$ cat src/rtl/map_vga_renderer.sv
// VGA map renderer: raster timing, incremental map BRAM addressing and pixel composition.
// Optional grid overlay enabled by defining MAP_GRID_EN.
module map_vga_renderer #(
  parameter int unsigned H_ACTIVE  = 640,
  parameter int unsigned H_FP      = 16,
  parameter int unsigned H_SYNC    = 96,
  parameter int unsigned H_BP      = 48,
  parameter int unsigned V_ACTIVE  = 480,
  parameter int unsigned V_FP      = 10,
  parameter int unsigned V_SYNC    = 2,
  parameter int unsigned V_BP      = 33,
  parameter int unsigned ADDR_W    = 19,
  parameter int unsigned PIX_W     = 8,
  parameter int unsigned RD_LAT    = 1,
  parameter int unsigned MARKER_R  = 1,
  parameter int unsigned GRID_STEP = 32
) (
  input  logic              clk,
  input  logic              reset,
  input  logic [10:0]       marker_x,
  input  logic [10:0]       marker_y,
  input  logic [1:0]        color_mode,
  output logic [ADDR_W-1:0] map_raddr,
  output logic              map_ren,
  input  logic [PIX_W-1:0]  map_data,
  output logic              hsync,
  output logic              vsync,
  output logic [11:0]       rgb,
  output logic              frame_start
);

  localparam int unsigned CW       = 12;
  localparam int unsigned H_TOTAL  = H_ACTIVE + H_FP + H_SYNC + H_BP;
  localparam int unsigned V_TOTAL  = V_ACTIVE + V_FP + V_SYNC + V_BP;
  localparam int unsigned HS_START = H_ACTIVE + H_FP;
  localparam int unsigned HS_END   = HS_START + H_SYNC;
  localparam int unsigned VS_START = V_ACTIVE + V_FP;
  localparam int unsigned VS_END   = VS_START + V_SYNC;
  localparam logic signed [CW-1:0] MR = CW'(MARKER_R);
`ifdef MAP_GRID_EN
  localparam bit GRID_EN = 1'b1;
`else
  localparam bit GRID_EN = 1'b0;
`endif

  logic [CW-1:0] hcount, vcount, h_next, v_next;
  logic          running;
  logic          frame_next, active_next, active_cur;
  logic [10:0]   mx_l, my_l;
  logic [1:0]    mode_l;

  // Counters hold at (0,0) for one clock after reset so the first frame starts cleanly.
  always_comb begin
    h_next = hcount;
    v_next = vcount;
    if (running) begin
      if (hcount == CW'(H_TOTAL - 1)) begin
        h_next = '0;
        v_next = (vcount == CW'(V_TOTAL - 1)) ? '0 : vcount + CW'(1);
      end else begin
        h_next = hcount + CW'(1);
      end
    end
    frame_next  = (h_next == '0) && (v_next == '0);
    active_next = (h_next < CW'(H_ACTIVE)) && (v_next < CW'(V_ACTIVE));
    active_cur  = running && (hcount < CW'(H_ACTIVE)) && (vcount < CW'(V_ACTIVE));
  end

  always_ff @(posedge clk) begin
    if (reset) begin
      hcount      <= '0;
      vcount      <= '0;
      running     <= 1'b0;
      frame_start <= 1'b0;
      map_ren     <= 1'b0;
      map_raddr   <= '0;
      mx_l        <= '0;
      my_l        <= '0;
      mode_l      <= '0;
    end else begin
      running     <= 1'b1;
      hcount      <= h_next;
      vcount      <= v_next;
      frame_start <= frame_next;
      map_ren     <= active_next;
      if (frame_next) begin
        map_raddr <= '0;
        mx_l      <= marker_x;
        my_l      <= marker_y;
        mode_l    <= color_mode;
      end else if (active_cur) begin
        map_raddr <= map_raddr + ADDR_W'(1);
      end
    end
  end

  logic                 blank_c, hs_c, vs_c, mk_c, gr_c;
  logic signed [CW-1:0] dh, dv;

  // Per-pixel flags in the counter domain.
  always_comb begin
    dh      = $signed(hcount) - $signed({1'b0, mx_l});
    dv      = $signed(vcount) - $signed({1'b0, my_l});
    blank_c = !active_cur;
    hs_c    = !(running && (hcount >= CW'(HS_START)) && (hcount < CW'(HS_END)));
    vs_c    = !(running && (vcount >= CW'(VS_START)) && (vcount < CW'(VS_END)));
    mk_c    = (dh >= -MR) && (dh <= MR) && (dv >= -MR) && (dv <= MR);
    gr_c    = GRID_EN && (((hcount % CW'(GRID_STEP)) == '0) || ((vcount % CW'(GRID_STEP)) == '0));
  end

  logic [RD_LAT-1:0] blank_p, hs_p, vs_p, mk_p, gr_p;

  // Flag delay line matching BRAM read latency; LSB is the newest entry.
  always_ff @(posedge clk) begin
    if (reset) begin
      blank_p <= '1;
      hs_p    <= '1;
      vs_p    <= '1;
      mk_p    <= '0;
      gr_p    <= '0;
    end else begin
      blank_p <= RD_LAT'({blank_p, blank_c});
      hs_p    <= RD_LAT'({hs_p, hs_c});
      vs_p    <= RD_LAT'({vs_p, vs_c});
      mk_p    <= RD_LAT'({mk_p, mk_c});
      gr_p    <= RD_LAT'({gr_p, gr_c});
    end
  end

  logic        free_c;
  logic [3:0]  gray_c;
  logic [11:0] map_rgb_c, pix_c;

  always_comb begin
    free_c = (map_data == '0);
    gray_c = ~map_data[PIX_W-1 -: 4];
    case (mode_l)
      2'd1:    map_rgb_c = {gray_c, gray_c, gray_c};
      2'd2:    map_rgb_c = free_c ? 12'h000 : 12'hFFF;
      default: map_rgb_c = free_c ? 12'hFFF : 12'h000;
    endcase
    if (blank_p[RD_LAT-1])                 pix_c = 12'h000;
    else if (mk_p[RD_LAT-1])               pix_c = 12'hF00;
    else if (gr_p[RD_LAT-1] && free_c)     pix_c = 12'h888;
    else                                   pix_c = map_rgb_c;
  end

  always_ff @(posedge clk) begin
    if (reset) begin
      rgb   <= 12'h000;
      hsync <= 1'b1;
      vsync <= 1'b1;
    end else begin
      rgb   <= pix_c;
      hsync <= hs_p[RD_LAT-1];
      vsync <= vs_p[RD_LAT-1];
    end
  end

endmodule
$ cat config.mk
export PLATFORM = sky130hd
export DESIGN_NAME = map_vga_renderer
export DESIGN_NICKNAME = d
export VERILOG_FILES = /design/src/rtl/map_vga_renderer.sv
export SDC_FILE = /design/constraint.sdc
export NUM_CORES = 1
export LEC_CHECK = 0
export ABC_CLOCK_PERIOD_IN_PS = 3500
export CORE_ASPECT_RATIO = 1.2
export CORE_MARGIN = 2
export CORE_UTILIZATION = 48
export CTS_BUF_LIST = sky130_fd_sc_hd__clkbuf_16
export DETAILED_ROUTE_END_ITERATION = 10
export GPL_TIMING_DRIVEN = 0
export PLACE_DENSITY = 0.77
export REMOVE_ABC_BUFFERS = 1
export SLEW_MARGIN = 20
export SYNTH_ARGS = -nofsm -noshare
export SYNTH_HDL_FRONTEND = slang
export SYNTH_SLANG_ARGS = --single-unit
$ cat constraint.sdc
create_clock -name clk -period 3.5 [get_ports clk]
set_input_delay 0.525 -clock clk [delete_from_list [all_inputs] [get_ports clk]]
set_output_delay 0.525 -clock clk [all_outputs]
set_load 0.01 [all_outputs]
==> run summary <==
The placed cell count is 777. Clock tree synthesis selected as its root buffer the cell clkbuf_16. The type of the setup path with the least slack is reg2reg. Counting the buffers created by CTS gives 9.

The average wire per standard cell came out at 14.27 um. The instance count along the most critical hold path came out at 1. In the post-synthesis netlist, the biggest area contributors are dfxtp_1 33%, ha_1 7.1%, nor2_1 6.5%, mux2i_1 5.3%, xnor2_1 4.5%. Setup repair after global routing left no endpoint under its margin. The cell with the most instances after synthesis is nor2_1.

The most used flip-flop cell after synthesis is dfxtp_1. The async set-or-reset flop fraction in the synthesized netlist came out at 0. The initial cell density of the core came out at 0.4892. Global routing finished with a remaining overflow of 0. The number of antenna violations at the first check in global routing is 0. The worst hold path terminates at vsync. The completed layout was analyzed and its total power is 2.451 mW. The cell accounting for the most synthesized area is dfxtp_1.

69 I/O pins were placed. The synthesized netlist cell count came out at 612. The utilization of the core after routing is 0.5884. The number of endpoints with negative hold slack in the final report is 0. The clock skew after layout came out at 0.005188 ns. The data arrival time of the worst path came out at 3.41 ns. The reg-to-reg startpoint is hcount[1]. The peak fanout along the critical path is 16. The worst pin sits at a relative slew slack of 0.6038. Dividing the final minimum period by the clock period gives 0.9123.

The share of the synthesized area in the top cell type is 0.3301. The layout cell share with drive strength beyond 1 is 0.05232. The share of the Yosys chip area taken by registers is 0.3301.

The maximum number of pins on one net before global-route repair came out at 41. The worst min-delay path startpoint is vs_p. The overall die width came out at 98.05 um. The maximum number of buffers from clock root to sink is 2.

The critical path required time came out at 3.72 ns. The DRC violation total after the first TritonRoute iteration is 381. The total standard cell area after synthesis came out at 5095 um2. The number of buffer cells added on primary ports came out at 68.

In this run, synthesis produced a sequential element count of 84. The finished layout cell area is 6127 um2. 0 antenna diodes ended up in the layout.

The global-route usage over all layers is 0.2004. The path class of the tightest hold or removal check is reg2reg. The number of distinct library cells after synthesis came out at 60. The total number of clock tree sinks came out at 84. For this design the static power due to leakage is 2.398 nW. The total vias in the final route is 4445. The worst register-to-register path ends at my_l[1]. Setup slack on the worst reg-to-reg path comes out at 0.31 ns. The clock network latency to the later pin of the worst-skew pair is 0.33 ns. The number of buffers inserted for hold repair after clock tree synthesis came out at 0.

IR analysis of the VDD net gives a maximum drop of 184.0 uV. The CTS H-tree depth is 3. The flow ran to the end, and the final reports show no timing, DRC or antenna violations.

The measured slew at the worst slew-check pin is 0.5868 ns. The routed wire length came out at 11390 um. During synthesis, Yosys emitted a total of 0 warnings. Relative to the synthesized area, the layout overhead comes to 20.26%.

The type of element launching the critical path is a flop. The number of pins with negative max-slew slack in the final report is 0. The most critical setup path has its startpoint at hcount[1].

Each instance of the synthesized netlist takes up on average 8.325 um2. The power per cell area came out at 400.0 nW/um2. The area of the die came out at 11460 um2. The global placer's final weighted congestion came out at 0.8215. The core outline area is 10410 um2. TritonCTS built the clock tree. The clock-pin slew of the registers on the worst-case setup and hold paths came out at 0.06 ns. The detailed-routing iteration count for the pre-antenna-repair pass is 4. The number of fill cells came out at 919.

STA classifies the critical path endpoint as a flop. Traced cell by cell, the critical path runs through ha_1 -> and3b_1 -> and4_2 -> nand4_2 -> mux2_4 -> a2111oi_4 -> nand4_1 -> buf_4 -> buf_6 -> mux2i_1 -> nor2_1. The detailed-placement wirelength estimate came out at 8302 um. The via count of the first global-routing pass is 4159.

Measured along the y axis, the die boundary spans 116.9 um. Sorting the synthesized cells by how often they occur yields 88 x nor2_1, 84 x dfxtp_1, 34 x inv_1, 31 x nand2_1, 30 x a21oi_1. For the worst flop-to-flop path, the logic depth is 11. The max-capacitance violation count came out at 0.

The via density per instance came out at 5.570. The highest cell delay on the worst timing path came out at 0.53 ns. The wire length of the first global-routing pass came out at 19040 um.

Summing all multi-input logic gate instances after layout gives 3084 um2. The worst path in the final design needs a cycle of 3.193 ns, including I/O delays and setup. The total stage count of the critical path came out at 11. In this run the remaining antenna-violating nets after routing total 0. The number of buffer and inverter stages on the critical path came out at 2.

After floorplanning, the core was divided into 41 placement rows. The number of synthesized flops with an enable pin is 0. The worst hold slack across all endpoints is 0.4098 ns. After the flow finishes, the layout carries non-filler instances totaling 798. Among all stages on the critical path, the largest delay is contributed by dfxtp_1. After the last flow step, the layout net total stands at 730. The achievable frequency came out at 313.2 MHz. The remaining design rule violation count is 0.

The final setup violation count came out at 0. The placed instance area is 5776 um2. Grouping stages by cell kind, the critical path spends the most delay in simple AND/OR/NAND/NOR gates. The sequential cell area is 1682 um2.
[layout by cell type (no fill, tap or decap), types with 3 or more instances in the layout]
cell type / synthesis / routed
dfxtp_1: 84 / 84
nor2_1: 88 / 88
nand3_1: 21 / 21
o21a_1: 6 / 6
mux2i_1: 27 / 27
o21ai_0: 11 / 11
ha_1: 29 / 29
inv_1: 34 / 34
nand2_1: 31 / 31
buf_4: 7 / 6
clkdlybuf4s50_1: 0 / 67
and4_1: 7 / 6
xor2_1: 26 / 26
o31a_1: 4 / 4
clkbuf_16: 0 / 9
or3_1: 4 / 4
o31ai_1: 4 / 4
a211oi_1: 5 / 5
nand2b_1: 8 / 8
o21bai_1: 5 / 5
o2111ai_1: 3 / 3
nor3b_1: 3 / 3
a21o_1: 6 / 6
and3_1: 13 / 13
and2_1: 8 / 8
a21oi_1: 30 / 30
or2_2: 5 / 5
a31oi_1: 5 / 5
clkinv_1: 1 / 3
nand3b_1: 4 / 4
nor3_1: 24 / 24
nand4_1: 17 / 17
xnor2_1: 26 / 26
nor4_1: 8 / 8
[sequential cells by signal (all words and copies together), names as in the netlist]
signal,cells
vcount,12
hsync,1
frame_start,1
mk_p,1
hcount,12
mx_l,11
blank_p,1
running,1
map_ren,1
my_l,11
vs_p,1
map_raddr,19
rgb,8
mode_l,2
hs_p,1
vsync,1
[cell families after synthesis]
logic type                 Yosys count  synth area share
muxes                               28           0.05599
AOI/OAI and AO/OA                   95            0.1262
and+or+nand+nor                    252            0.2544
DFF                                 84            0.3301
xor gates and xnor gates            52           0.08939
buffers and inverters               70           0.06483
adders and majority gates           31           0.07908
[what timing repair did]
item | CTS | global route
gates resized for setup | 0 | 1
pin swaps | 1 | 1
setup endpoints to repair | 44 | 23
buffers inserted | 3 | 3
endpoints found under the hold margin | 0 | 0
[layer usage]
metal  up-vias  track usage  share of wire
met5         -            0              0
met4         0      0.08519          0.021
met1      2051       0.2473           0.45
met3        21      0.03860          0.055
met2       136       0.3447           0.48
li1       2237            -              -
[power breakdown]
group | internal, mW | leakage, nW | switching (mW) | total, mW
Combinational | 0.221 | 1.57 | 0.234 | 0.456
Clock | 0.615 | 0.146 | 0.371 | 0.986
Sequential | 0.987 | 0.683 | 0.0216 | 1.01
[cell type report]
class / count / area share
Clock buffer: 9 / 0.03676
Inverter: 35 / 0.02144
Tap cell: 129 / 0.02634
Sequential cell: 84 / 0.2745
Timing Repair Buffer: 77 / 0.1246
Clock inverter: 6 / 0.01307
Multi-Input combinational cell: 458 / 0.5034
[how the worst max path moves through the flow]
| stage | end | slack (ns) |
|---|---|---|
| final | my_l[1] | 0.31 |
| after global routing | my_l[1] | 0.03 |
| after CTS | my_l[1] | 0.18 |
| after detailed placement | my_l[1] | -0.31 |
| after global placement | map_raddr[14] | -1.54 |
| after floorplan | map_raddr[0] | -0.52 |
[through the flow]
step | worst slack (ns) | setup TNS (ns)
floorplan | -0.5164 | -17.87
global placement | -1.538 | -61.98
detailed placement | -0.3088 | -10.53
CTS | 0.1764 | 0
global route | 0.03184 | 0
finish | 0.3069 | 0
No activity file was read; power rests on OpenSTA's default activity.
